===== src/rtl/kiwi_objbank_arbiter.sv =====
`default_nettype none
// ============================================================================
// Module   : kiwi_objbank_arbiter
// Purpose  : Banked object-field store shared by two requesters. Logical
//            handles are translated through a swappable handle table, and
//            requesters are arbitrated round-robin. A pending swap command
//            takes priority over both requesters.
// Options  : define KIWI_OBJBANK_STATS_EN to add the saturating
//            conflict_cnt and swap_cnt statistics outputs.
// Revision : 1.0 - initial release
// ============================================================================
module kiwi_objbank_arbiter #(
  parameter int NOBJ   = 2,
  parameter int NFIELD = 4,
  parameter int DW     = 32,
  parameter int HW     = 1,
  parameter int FW     = 2
) (
  input  logic          clk,
  input  logic          reset,
  // requester 0
  input  logic          r0_req,
  input  logic          r0_we,
  input  logic [HW-1:0] r0_handle,
  input  logic [FW-1:0] r0_field,
  input  logic [DW-1:0] r0_wdata,
  output logic          r0_gnt,
  output logic          r0_rvalid,
  output logic [DW-1:0] r0_rdata,
  // requester 1
  input  logic          r1_req,
  input  logic          r1_we,
  input  logic [HW-1:0] r1_handle,
  input  logic [FW-1:0] r1_field,
  input  logic [DW-1:0] r1_wdata,
  output logic          r1_gnt,
  output logic          r1_rvalid,
  output logic [DW-1:0] r1_rdata,
  // handle swap command
  input  logic          swap_req,
  input  logic [HW-1:0] swap_a,
  input  logic [HW-1:0] swap_b,
  output logic          swap_done,
`ifdef KIWI_OBJBANK_STATS_EN
  output logic [15:0]   conflict_cnt,
  output logic [15:0]   swap_cnt,
`endif
  output logic          busy
);

  typedef enum logic [0:0] {
    S_IDLE = 1'b0,
    S_SWAP = 1'b1
  } state_t;

  // NFIELD never exceeds 2**FW, so it fits in FW+1 bits for the range check.
  localparam logic [FW:0] c_NFIELD = (FW+1)'(NFIELD);

  state_t        r_state;
  logic          r_busy;
  logic          r_swap_done;
  logic          r_last;
  logic [HW-1:0] r_map [NOBJ];
  logic [DW-1:0] r_mem [NOBJ][NFIELD];
  logic          r_rvalid0;
  logic          r_rvalid1;
  logic [DW-1:0] r_rdata0;
  logic [DW-1:0] r_rdata1;

  logic          w_idle;
  logic          w_swap_take;
  logic          w_arb;
  logic          w_gnt0;
  logic          w_gnt1;
  logic [HW-1:0] w_phys0;
  logic [HW-1:0] w_phys1;
  logic          w_f0_ok;
  logic          w_f1_ok;
  logic [DW-1:0] w_rd0;
  logic [DW-1:0] w_rd1;

  // The swap requester keeps swap_req high until it observes swap_done, so
  // the acknowledge cycle must not start a second swap.
  assign w_idle      = (r_state == S_IDLE);
  assign w_swap_take = swap_req & ~r_swap_done;
  assign w_arb       = w_idle & ~w_swap_take;

  // Tie goes to whoever did not win last; grants never look at data inputs.
  assign w_gnt0 = w_arb & r0_req & (~r1_req |  r_last);
  assign w_gnt1 = w_arb & r1_req & (~r0_req | ~r_last);

  // Handle translation uses the table as it stands before this clock edge.
  assign w_phys0 = r_map[r0_handle];
  assign w_phys1 = r_map[r1_handle];
  assign w_f0_ok = ({1'b0, r0_field} < c_NFIELD);
  assign w_f1_ok = ({1'b0, r1_field} < c_NFIELD);
  assign w_rd0   = w_f0_ok ? r_mem[w_phys0][r0_field] : '0;
  assign w_rd1   = w_f1_ok ? r_mem[w_phys1][r1_field] : '0;

  // Control FSM: one-cycle swap state with atomic handle-table exchange.
  always_ff @(posedge clk or posedge reset) begin
    if (reset) begin
      r_state     <= S_IDLE;
      r_busy      <= 1'b0;
      r_swap_done <= 1'b0;
      for (int i = 0; i < NOBJ; i++) begin
        r_map[i] <= HW'(i);
      end
    end else begin
      case (r_state)
        S_IDLE: begin
          r_swap_done <= 1'b0;
          if (w_swap_take) begin
            r_state <= S_SWAP;
            r_busy  <= 1'b1;
          end
        end
        S_SWAP: begin
          // Both sides read the old table, so swap_a == swap_b is a no-op.
          r_map[swap_a] <= r_map[swap_b];
          r_map[swap_b] <= r_map[swap_a];
          r_swap_done   <= 1'b1;
          r_busy        <= 1'b0;
          r_state       <= S_IDLE;
        end
        default: begin
          r_state     <= S_IDLE;
          r_busy      <= 1'b0;
          r_swap_done <= 1'b0;
        end
      endcase
    end
  end

  // Field storage: granted writes land at the edge, out-of-range fields drop.
  always_ff @(posedge clk or posedge reset) begin
    if (reset) begin
      for (int i = 0; i < NOBJ; i++) begin
        for (int j = 0; j < NFIELD; j++) begin
          r_mem[i][j] <= '0;
        end
      end
    end else begin
      if (w_gnt0 && r0_we && w_f0_ok) begin
        r_mem[w_phys0][r0_field] <= r0_wdata;
      end
      if (w_gnt1 && r1_we && w_f1_ok) begin
        r_mem[w_phys1][r1_field] <= r1_wdata;
      end
    end
  end

  // Round-robin history and registered read return (latency 1).
  always_ff @(posedge clk or posedge reset) begin
    if (reset) begin
      r_last    <= 1'b1;
      r_rvalid0 <= 1'b0;
      r_rvalid1 <= 1'b0;
      r_rdata0  <= '0;
      r_rdata1  <= '0;
    end else begin
      if (w_gnt0) begin
        r_last <= 1'b0;
      end else if (w_gnt1) begin
        r_last <= 1'b1;
      end
      r_rvalid0 <= w_gnt0 & ~r0_we;
      r_rvalid1 <= w_gnt1 & ~r1_we;
      if (w_gnt0 && !r0_we) begin
        r_rdata0 <= w_rd0;
      end
      if (w_gnt1 && !r1_we) begin
        r_rdata1 <= w_rd1;
      end
    end
  end

`ifdef KIWI_OBJBANK_STATS_EN
  logic [15:0] r_conflict_cnt;
  logic [15:0] r_swap_cnt;
  logic        w_conflict;

  assign w_conflict = w_idle & ((r0_req & r1_req) | ((r0_req | r1_req) & swap_req));

  // Saturating statistics counters; swap_cnt steps with each swap commit.
  always_ff @(posedge clk or posedge reset) begin
    if (reset) begin
      r_conflict_cnt <= '0;
      r_swap_cnt     <= '0;
    end else begin
      if (w_conflict && (r_conflict_cnt != 16'hFFFF)) begin
        r_conflict_cnt <= r_conflict_cnt + 16'd1;
      end
      if ((r_state == S_SWAP) && (r_swap_cnt != 16'hFFFF)) begin
        r_swap_cnt <= r_swap_cnt + 16'd1;
      end
    end
  end

  assign conflict_cnt = r_conflict_cnt;
  assign swap_cnt     = r_swap_cnt;
`endif

  assign r0_gnt    = w_gnt0;
  assign r1_gnt    = w_gnt1;
  assign r0_rvalid = r_rvalid0;
  assign r1_rvalid = r_rvalid1;
  assign r0_rdata  = r_rdata0;
  assign r1_rdata  = r_rdata1;
  assign swap_done = r_swap_done;
  assign busy      = r_busy;

endmodule
`default_nettype wire


===== config.mk =====
export PLATFORM = sky130hd
export DESIGN_NAME = kiwi_objbank_arbiter
export DESIGN_NICKNAME = d
export VERILOG_FILES = /design/src/rtl/kiwi_objbank_arbiter.sv
export SDC_FILE = /design/constraint.sdc
export NUM_CORES = 1
export LEC_CHECK = 0
export BUFFER_PORTS_ARGS = -buffer_cell sky130_fd_sc_hd__buf_2
export CAP_MARGIN = 0
export CORE_MARGIN = 5
export CORE_UTILIZATION = 35
export CTS_CLUSTER_DIAMETER = 100
export DETAILED_ROUTE_END_ITERATION = 8
export PLACE_DENSITY = 0.53
export SETUP_SLACK_MARGIN = 0.1
export SLEW_MARGIN = 20
export SYNTH_ARGS = -nofsm -noshare
export SYNTH_HDL_FRONTEND = slang
export SYNTH_SLANG_ARGS = --single-unit
export TNS_END_PERCENT = 1

===== constraint.sdc =====
create_clock -name clk -period 13.25 [get_ports clk]
set_clock_uncertainty 0.15 [all_clocks]
set_input_delay 1.9875 -clock clk [delete_from_list [all_inputs] [get_ports clk]]
set_output_delay 1.9875 -clock clk [all_outputs]
set_load 0.01 [all_outputs]

Word-level counts from Yosys, hierarchy flattened
Cells that the tools add are included.

Flip-flop bits (word level): 328. Latch bits: 0. Bits in writable memories: 0. Bits in read-only memories: 0. Output and inout port bits: 70. Memories kept: 0.

$add $sub $neg: 0. Multiply operators: 0. Div/mod/pow operators: 0. Order comparisons: 14. Eq/ne operators: 1. Shifts and indexed selects: 0. Mux-type cells: 49. Bitwise gates (word level): 26. Reductions and logical operators: 13.

Operator list (count): 128-bit 2-to-1 mux (8); 256-bit bitwise mux (2); 256-bit 2-to-1 mux (2); 128-bit demux with 1-bit select (2); 32-bit 2-to-1 mux (6); 32-bit binary-select mux with 2-bit select (2); 32-bit demux with 2-bit select (2); 1-bit 2-to-1 mux (18); 2-bit greater-or-equal comparator (second input constant) (6); 1-bit NOT with 2-bit output (6); 1-bit logical AND (10); 1-bit bitwise AND (8); 2-bit by 1-bit less-than comparator with 1-bit output (second input constant) (4); 1-bit NOT (8); 3-bit greater-or-equal comparator (second input constant) (2); 3-bit by 1-bit less-than comparator with 1-bit output (second input constant) (2); 2-bit NOT with 3-bit output (2); 1-bit one-hot mux with 2 select lines (3); 2-bit bitwise mux (2); 1-bit demux with 1-bit select (2); 1-bit zero test (2); 2-bit by 1-bit != test with 1-bit output (second input constant) (1); 1-bit bitwise OR (2); 2-bit nonzero test (1).

Longest topological paths before layout
Gate-level depths: netlist of run 1.

Depth after elaboration: 13. Depth in mapped cells: 9. Mapped depth without buffers: 7.

Worst setup path before layout of run 1
Ideal clock, no wire load.

Path type: input to output. Start point: input swap_req. End point: output r0_gnt. Arrival: 2864 ps. Slack: 8249 ps. Cell stages on the path: 4. Cell sequence: nor2b_1 > or4b_4 > clkinv_2 > buf_6.

Cells in the longest elaborated chain, start to end: 5.

Ends and longest elaborated chain: start: declaration (line 40) `input logic swap_req,`; 1-bit bitwise AND (line 85) `assign w_swap_take = swap_req & ~r_swap_done;`; 1-bit NOT (line 86) `assign w_arb = w_idle & ~w_swap_take;`; 1-bit bitwise AND (line 86); 1-bit bitwise AND (2 in series) (line 89) `assign w_gnt0 = w_arb & r0_req & (~r1_req | r_last);`; end: declaration (line 27) `output logic r0_gnt,`.

Every way passes these cells.

Final worst setup path of run 1
Ends and elaborated chain as after synthesis.

==> results of run 1 <==
-- layout make-up --
type,instances,area (um2),share of cell area (%)
Inverter,6,31.3,0.154
Clock buffer,60,1140,5.62
Clock inverter,7,114,0.559
Timing Repair Buffer,174,976,4.79
Antenna cell,6,15.0,0.0737
Tap cell,680,851,4.18
Sequential cell,328,8210,40.3
Multi-Input combinational cell,1495,9020,44.3
-- critical path: cells and delay by family --
family	cells	cell delay, ns
buffers and inverters	3	0.51
and+or+nand+nor	2	0.71
-- layout by cell type (no fill, tap or decap), types with 16 or more instances in the layout --
master / netlist / final
a21oi_1: 22 / 22
a31oi_1: 294 / 294
dfrtp_1: 326 / 326
clkbuf_16: 0 / 39
mux4_2: 98 / 98
nor2_1: 305 / 304
buf_4: 4 / 27
nand2_1: 607 / 601
mux2i_1: 66 / 65
o21ai_0: 16 / 16
buf_2: 81 / 145
o22ai_1: 18 / 18
-- path summary, 6_finish.rpt --
| kind | end | depth (start not counted) |
|---|---|---|
| max in group asynchronous | r_mem[128] | 4 |
| worst max register to register | r0_rdata[13] | 5 |
| min in group asynchronous | r1_rdata[15] | 2 |
| worst min-delay path | r0_rdata[3] | 2 |
| worst max-delay path | r0_gnt | 5 |
| worst min register to register | r0_rdata[3] | 2 |
-- layer usage --
layer / global-route usage, % / vias up
li1: - / 7119
met4: 6.45 / 10
met1: 32.0 / 8073
met3: 5.25 / 159
met2: 38.9 / 816
met5: 0 / -
-- through the flow --
| step | power [mW] | cell area, um2 | hold slack (ns) | setup WS, ns | instances |
|---|---|---|---|---|---|
| after floorplan | 1.97 | 18300 | 0.283 | 2.03 | 2066 |
| after global placement | 2.24 | 19100 | 0.310 | 7.95 | 2682 |
| after detailed placement | 2.27 | 19100 | 0.321 | 7.92 | 2682 |
| after CTS | 3.35 | 20300 | 0.334 | 7.92 | 2749 |
| after global routing | 3.51 | 20400 | 0.350 | 7.86 | 2751 |
| final | 3.33 | 20400 | 0.327 | 7.91 | 2756 |
-- state kept, by name (all words and copies together) (netlist names) --
register   count
busy           1
r0_rdata      32
r0_rvalid      1
r1_rdata      32
r1_rvalid      1
r_last         1
r_map          2
r_mem        256
r_state        1
swap_done      1
-- power groups by stage --
stage               clock [mW]  combinational (mW)  sequential (mW)
floorplan                    0               0.508             1.46
CTS                       1.10               0.783             1.47
finish                    1.08               0.774             1.47
global placement             0               0.762             1.47
detailed placement           0               0.782             1.48
global route              1.14               0.867             1.50
-- logic make-up (layout without fill, tap and decap cells) --
logic type	after synthesis	in the layout	share of synthesized area, %
DFF	328	328	44.8
AOI/OAI and AO/OA	367	367	12.5
buffers and inverters	243	247	6.47
muxes	168	168	15.9
other	0	6	0
xor gates and xnor gates	1	1	0.0478
and+or+nand+nor	959	959	20.3
==> metrics, run 1 <==
synth cell count leaders=nand2_1, dfrtp_1, nor2_1, a31oi_1, mux4_2; max-slew violations=0; drt pass-1 iters=6; Final Core Density=39.5%; worst-margin pin slew=1.16 ns; Final Hold Vio Count=0; number of max-cap violations=0; CP most frequent cell=buf_2; FF+latch count, synth=328; combined area of all synthesized cells=18300 um2; post-CTS sizing=0; Comb pwr share=23.3%; fin crit period=5.34 ns; initial antenna violation count=9; synth warn=0; # IOs=149; Worst R2R Setup Slack=9.98 ns; post-CTS setup buffer count=0; GPL Wtd Cong=0.804; TritonCTS Buffers=38; slowest CP cell=or4b_4; CP max stage delay=0.58 ns; Int Power=2.29 mW; layout net count=2122; Crit. End Element=output pin; routed wire length=69000 um; GRT overflow=0; Pleak=8.59 nW; largest net degree at the start of global routing=173; CTS tree=done; Avg Cell Area, Syn=8.88 um2; Total GRT Usage=23.7%; Initial Util=35.5%; total die area=57100 um2; Rows=83; TNS Setup=0 ns; WL met3=6530 um; RSZ-0062 raised after global routing=no; global-route wire length before repair=103000 um; Layout area overhead=11.1%; WP data required=11.11 ns; pwr/cell area=163 nW/um2; post-synth top area cell=dfrtp_1; asr flop ratio synth=100%; Final setup viols=0; number of synthesized flops with an enable pin=0; H-tree levels=2; fill count=5086; arrival time at the worst endpoint=3.21 ns; Yosys top cell area share=44.5%; crit path max fanout=14; Worst-Skew Late Latency=0.55 ns; critical path type=in2out; Slew headroom=22.4%; DR top layer=met5; Final period util=40.3%; R2R Path Start=r_map[0]; number of routed nets with antenna violations=0; Max Buffers Root-to-Sink=3; synthesized instance count=2066; top_reg_cell synth=dfrtp_1; via count=16200; cells taking the most area after synthesis=dfrtp_1, nand2_1, mux4_2; wire length per cell=25.0 um; number of port buffers=148; vias per cell=5.87; fmax=0.187 GHz; worst hold path type=reg2reg; Core ar.=51600 um2; Peak VDD IR=99.2 uV; DRC violations left=0; Seq pwr share=44.2%; die extent in y=239 um; Root Driver=clkbuf_16; Met2 Wirelength=32400 um; clock power share=32.5%; hpwl dp=37900 um; startpoint types=input port; Netlist cell types=36; number of global-route vias before repair=15800; Synth Net Count=2145; clock transition at the registers of the reported paths=0.06 ns; First DRT Iteration DRCs=1851; NetSw=1.04 mW; Post-Route M1 WL=27900 um; CP startpoint=swap_req; hold buffer count at cts=0; switching share of power=31.2%; DIE WIDTH=239 um; most frequent cell after synthesis=nand2_1; sequential share of the synthesized area=44.8%; CP cell instances=buf_2 > nor2b_1 > or4b_4 > clkinv_2 > buf_2; worst hold path startpoint=r0_rdata[3]; # clock sinks=328; run status=complete, no violations; proportion of layout cells with a drive suffix above 1=17.5%
Power figures use the tool's default switching activity.
==> inputs of run 2 (changes only) <==
Settings changed: PLACE_DENSITY 0.53 to 0.55.
Clock period 13.25 ns to 4.3 ns, I/O delays scaled along.
==> metrics, run 2 (synthesis results as in run 1) <==
run status=complete, no violations (unchanged); worst hold path startpoint=r0_wdata[4] (was r0_rdata[3]); grt met1 use=32.7% (was 32.0%); Biggest register=r_mem (unchanged); Slew headroom=22.5% (was 22.4%); arrival time at the worst endpoint=3.30 ns (was 3.21 ns); placed cells=2699 (was 2682); GPL Wtd Cong=0.814 (was 0.804); Worst-Skew Late Latency=0.57 ns (was 0.55 ns); H-tree levels=2 (unchanged); total die area=57100 um2 (unchanged); Final setup viols=0 (unchanged); WHS Endpoint=r_mem[100] (was r0_rdata[3]); die extent in y=239 um (unchanged); worst hold path type=in2reg (was reg2reg); fill count=5115 (was 5086); Root Driver=clkbuf_16 (unchanged); # IOs=149 (unchanged); # clock sinks=328 (unchanged); vias per cell=5.87 (about the same); switching share of power=31.6% (was 31.2%); fin crit period=3.06 ns; TritonCTS Buffers=40 (was 38); Comb pwr share=23.0% (was 23.3%); Max Buffers Root-to-Sink=3 (unchanged); DRC violations left=0 (unchanged); First DRT Iteration DRCs=1991 (was 1851); max-slew violations=0 (unchanged); register area=8210 um2 (unchanged); largest net degree at the start of global routing=87 (was 173); Peak VDD IR=261 uV (was 99.2 uV); final cell count without fillers=2774 (was 2756); Final Hold Vio Count=0 (unchanged); RSZ-0062 raised after global routing=no (unchanged); Pleak=8.73 nW (was 8.59 nW); total power=10.4 mW (was 3.33 mW); number of routed nets with antenna violations=0 (unchanged); clock transition at the registers of the reported paths=0.06 ns (about the same); hold depth=3 (was 2); number of global-route vias before repair=15700 (was 15800); initial antenna violation count=7 (was 9); Worst R2R Setup Slack=1.24 ns (was 9.98 ns); CP cell instances=mux2_4 > buf_4 > mux4_2 > a21oi_1 > a21oi_1 (was buf_2 > nor2b_1 > or4b_4 > clkinv_2 > buf_2); most frequent cells in the layout=nand2_1, dfrtp_1, nor2_1 (unchanged); WP data required=4.54 ns (was 11.11 ns); Seq pwr share=43.6% (was 44.2%); clock power share=33.4% (was 32.5%); fmax=0.327 GHz; worst r2r path cells=5 (unchanged); critical path type=reg2reg (was in2out); Core ar.=51600 um2 (unchanged); Rows=83 (unchanged); Total GRT Usage=23.2% (was 23.7%); commonest non-fill, non-tap cell in the layout=nand2_1 (unchanged); GRT overflow=0 (unchanged); crit path max fanout=48 (was 14); GR Util met2=36.0% (was 38.9%); CP max stage delay=0.74 ns (was 0.58 ns); global-route wire length before repair=102000 um (was 103000 um); Most Crowded Layer GR=met2 (unchanged); CTS tree=done (unchanged); pwr/cell area=506 nW/um2 (was 163 nW/um2); hpwl dp=40500 um (was 37900 um); proportion of layout cells with a drive suffix above 1=18.6% (was 17.5%); max reg flops=256 (unchanged); met3 GRT Util=5.73% (was 5.25%); layout net count=2141 (was 2122); via count=16300 (was 16200); Int Power=7.15 mW (was 2.29 mW); DIE WIDTH=239 um (unchanged); number of max-cap violations=0 (unchanged); slowest CP cell=mux2_4 (was or4b_4); Final period util=71.1%; NetSw=3.29 mW (was 1.04 mW); Initial Util=35.5% (unchanged); routed wire length=67900 um (was 69000 um); R2R Path Start=r_map[0] (unchanged); CP most frequent cell=a21oi_1 (was buf_2); Crit. End Element=register (was output pin); number of port buffers=148 (unchanged); wire length per cell=24.5 um (was 25.0 um); RR Endpoint=r0_rdata[13] (unchanged); startpoint types=register (was input port); drt pass-1 iters=6 (unchanged); Layout area overhead=12.4% (was 11.1%); Multi-input gate area=9020 um2 (about the same); worst-margin pin slew=1.16 ns (about the same)
## run 2: per-layer routing
metal / up-vias / part of all wire, % / wire length, um
met3: 146 / 9.7 / 6590
met5: - / 0.11 / 74
met4: 10 / 2.9 / 1960
li1: 7156 / - / -
met2: 880 / 46 / 30900
met1: 8090 / 42 / 28300
## run 2: area by class of cell
type	instances	share of cell area [%]
multi-input combinational	1495	43.7
sequential	328	39.8
clock buffer	61	5.92
timing repair buffer	191	5.63
tap	680	4.13
clock inverter	11	0.619
inverter	6	0.133
antenna	2	0.0243
## run 2: through the flow
step / setup WS [ns] / setup TNS, ns / area, um2 / util, % / hold slack (ns)
2_1_floorplan: -0.872 / -284.29 / 18300 / - / 0.283
6_report: 1.24 / 0 / 20600 / 40.0 / 0.254
5_1_grt: 1.15 / 0 / 20600 / 39.9 / 0.255
4_1_cts: 1.29 / 0 / 20600 / 39.9 / 0.234
3_3_place_gp: 1.03 / 0 / 19300 / 37.3 / 0.309
3_5_place_dp: 1.05 / 0 / 19300 / 37.3 / 0.316
## run 2: power groups by stage
| stage | logic [mW] | clock network, mW | registers, mW |
|---|---|---|---|
| after floorplan | 1.57 | 0 | 4.49 |
| after global placement | 2.36 | 0 | 4.55 |
| after detailed placement | 2.42 | 0 | 4.58 |
| after CTS | 2.42 | 3.55 | 4.54 |
| after global routing | 2.67 | 3.66 | 4.65 |
| final | 2.40 | 3.49 | 4.55 |
## run 2: how the worst max path moves through the flow
| stage | startpoint | endpoint | slack (ns) |
|---|---|---|---|
| after CTS | r_map[0] | r0_rdata[13] | 1.29 |
| after floorplan | reset | busy | -0.87 |
| after global routing | r_map[0] | r0_rdata[13] | 1.15 |
| after global placement | r0_handle | r0_rdata[13] | 1.03 |
| after detailed placement | r0_handle | r0_rdata[13] | 1.05 |
| final | r_map[0] | r0_rdata[13] | 1.24 |
## run 2: timing repair
| item | CTS | global route |
|---|---|---|
| setup buffers | 0 | 0 |
| endpoints found under the hold margin | 11 | 0 |
| hold buffers | 1 | 0 |
| gates resized for setup | 0 | 0 |
## run 2: critical path: cells and delay by family (launching register included)
family	cells	cell delay (ns)
compound gates	2	0.24
buf+inv	1	0.74
flops	1	0.59
mux	2	1.14
==> inputs of run 3 (changes only) <==
Settings changed: ABC_AREA set to 1, PLACE_DENSITY 0.55 to 0.53.
Clock period 4.3 ns to 3.1 ns, I/O delays scaled along.
==> metrics, run 3 <==
Final Core Density=40.6% (was 40.0%); GPL Wtd Cong=0.863 (was 0.814); number of max-cap violations=0 (unchanged); synth warn=0 (unchanged); Post-DP Area=24200 um2 (was 19300 um2); fin crit period=2.85 ns; final cell count without fillers=4693 (was 2774); arrival time at the worst endpoint=2.23 ns (was 3.30 ns); Root Driver=clkbuf_16 (unchanged); RSZ-0062 raised after global routing=no (unchanged); sequential share of the synthesized area=37.0% (was 44.8%); GRT overflow=0 (unchanged); Avg Cell Area, Syn=5.87 um2 (was 8.88 um2); Multi-input gate area=11800 um2 (was 9020 um2); met3 GRT Util=4.89% (was 5.73%); Final period util=91.9%; Worst R2R Setup Slack=0.60 ns (was 1.24 ns); Final Hold Vio Count=0 (unchanged); WP data required=2.48 ns (was 4.54 ns); Initial Util=35.3% (was 35.5%); FF+latch count, synth=328 (unchanged); Max Buffers Root-to-Sink=3 (unchanged); run status=complete, no violations (unchanged); via count=23500 (was 16300); number of routed nets with antenna violations=0 (unchanged); Yosys top cell area share=36.7% (was 44.5%); Biggest register=r_mem (unchanged); mux cell area share after synthesis=0% (was 15.9%); synth cell count leaders=nand2_1, nor2_1, nand3_1, inv_1, dfrtp_1 (was nand2_1, dfrtp_1, nor2_1, a31oi_1, mux4_2); fill count=6898 (was 5115); startpoint types=register (unchanged); R2R Path Start=r_map[0] (unchanged); placed cells=4620 (was 2699); main combinational cell family by area after synthesis=simple AND/OR/NAND/NOR gates (unchanged); post-synthesis xor/xnor area fraction=0% (was 0.0478%); register area=8210 um2 (unchanged); adder-cell share of the synthesized area=0% (unchanged); # clock sinks=328 (unchanged); DIE WIDTH=262 um (was 239 um); RR Endpoint=r_mem[101] (was r0_rdata[13]); number of global-route vias before repair=22100 (was 15700); TritonCTS Buffers=41 (was 40); drt pass-1 iters=5 (was 6); max reg flops=256 (unchanged); post-route cell area=25600 um2 (was 20600 um2); Worst-Skew Late Latency=0.58 ns (was 0.57 ns); worst slack, placed=0.568 ns (was 1.05 ns); Pleak=15.7 nW (was 8.73 nW); Most Crowded Layer GR=met2 (unchanged); Layout area overhead=15.2% (was 12.4%); Netlist cell types=25 (was 36); worst r2r path cells=10 (was 5); most frequent cell after synthesis=nand2_1 (unchanged); Total GRT Usage=26.8% (was 23.2%); cells taking the most area after synthesis=dfrtp_1, nand2_1, nor2_1 (was dfrtp_1, nand2_1, mux4_2); Synth Net Count=3865 (was 2145); WHS Endpoint=r_state (was r_mem[100]); most frequent cells in the layout=nand2_1, nor2_1, nand3_1 (was nand2_1, dfrtp_1, nor2_1); crit path max fanout=50 (was 48); global-route wire length before repair=141000 um (was 102000 um); First DRT Iteration DRCs=2263 (was 1991); synthesized instance count=3786 (was 2066); DRC violations left=0 (unchanged); hpwl dp=57000 um (was 40500 um); commonest non-fill, non-tap cell in the layout=nand2_1 (unchanged); layout net count=3897 (was 2141); total die area=68600 um2 (was 57100 um2); Final WS setup=0.252 ns (was 1.24 ns); combined area of all synthesized cells=22200 um2 (was 18300 um2); Core ar.=63000 um2 (was 51600 um2); grt met1 use=37.3% (was 32.7%); initial antenna violation count=5 (was 7); largest net degree at the start of global routing=86 (was 87); post-CTS sizing=0 (unchanged); vias per cell=5.01 (was 5.87); wire length per cell=19.9 um (was 24.5 um); Final setup viols=0 (unchanged); top_reg_cell synth=dfrtp_1 (unchanged); die extent in y=262 um (was 239 um); worst hold path type=in2reg (unchanged); CTS tree=done (unchanged); Crit. End Element=output pin (was register); fmax=0.351 GHz; worst hold path startpoint=swap_req (was r0_wdata[4]); clock transition at the registers of the reported paths=0.06 ns (about the same); number of synthesized flops with an enable pin=0 (unchanged); H-tree levels=2 (unchanged); proportion of layout cells with a drive suffix above 1=9.70% (was 18.6%); hold depth=3 (unchanged); Slew headroom=44.4% (was 22.5%); critical path type=reg2out (was reg2reg); # IOs=149 (unchanged); Synth Area in Simple Gates=48.8% (was 20.3%); Peak VDD IR=314 uV (was 261 uV); pwr/cell area=786 nW/um2 (was 506 nW/um2); worst-margin pin slew=0.832 ns (was 1.16 ns); Rows=92 (was 83); max-slew violations=0 (unchanged); routed wire length=93300 um (was 67900 um); post-synth top area cell=dfrtp_1 (unchanged); asr flop ratio synth=100% (unchanged); GR Util met2=42.1% (was 36.0%); number of port buffers=148 (unchanged); post-synthesis compound-gate area fraction=3.49% (was 12.5%)
[run 3: cell types whose count changed after synthesis, sizes merged, moves of 98 or more]
| cell | delta |
|---|---|
| nor2 | +794 |
| nand2 | +516 |
| nand3 | +435 |
| inv | +333 |
| a31oi | -294 |
| mux4 | -98 |
[run 3: how the worst max path moves through the flow]
stage	slack, ns	from	end
final	0.25	r_state	r0_gnt
after global placement	0.57	swap_req	r_mem[191]
after global routing	0.15	swap_done	r0_gnt
after floorplan	-1.89	reset	busy
after detailed placement	0.57	swap_req	r_mem[191]
after CTS	0.27	r_state	r0_gnt
[run 3: area by class of cell]
| class | count | area share (%) |
|---|---|---|
| antenna | 2 | 0.0196 |
| clock buffer | 60 | 4.84 |
| clock inverter | 10 | 0.650 |
| inverter | 339 | 4.99 |
| multi-input combinational | 2850 | 46.2 |
| sequential | 328 | 32.1 |
| tap | 846 | 4.14 |
| timing repair buffer | 258 | 7.10 |
[run 3: critical path: stages (launching register included)]
cell and delay, ns:
dfrtp_1 0.40, inv_1 0.10, nand3_1 0.18, nor2_4 0.42, buf_12 0.31, buf_2 0.19
[run 3: what timing repair did]
action | 4_1_cts | 5_1_grt
hold endpoints to repair | 11 | 0
setup buffers | 0 | 0
hold buffers | 1 | 0
[run 3: layer usage]
layer | part of all wire (%) | vias to the layer above
met1 | 44 | 10800
met4 | 3.6 | 4
met2 | 44 | 971
met5 | 0.027 | -
met3 | 7.9 | 194
li1 | - | 11600
[run 3: cell families (layout without fill, tap and decap cells)]
logic type	Yosys count	count (layout)
simple gates	2696	2696
buf+inv	608	667
flops	328	328
compound gates	154	154
other cells	0	2
[run 3: stage by stage]
stage,setup TNS (ns),hold WS [ns],power [mW]
2_1_floorplan,-618.23,0.245,12.4
3_3_place_gp,0,0.265,14.9
3_5_place_dp,0,0.274,14.9
4_1_cts,0,0.0416,20.1
5_1_grt,0,0.0707,21.7
6_report,0,0.0644,20.1
[run 3: report_power, final]
part           leakage (nW)  internal [mW]  switching, mW
Combinational          11.0           2.48           4.51
Sequential             4.07           6.32           1.65
Clock                 0.686           3.09           2.07
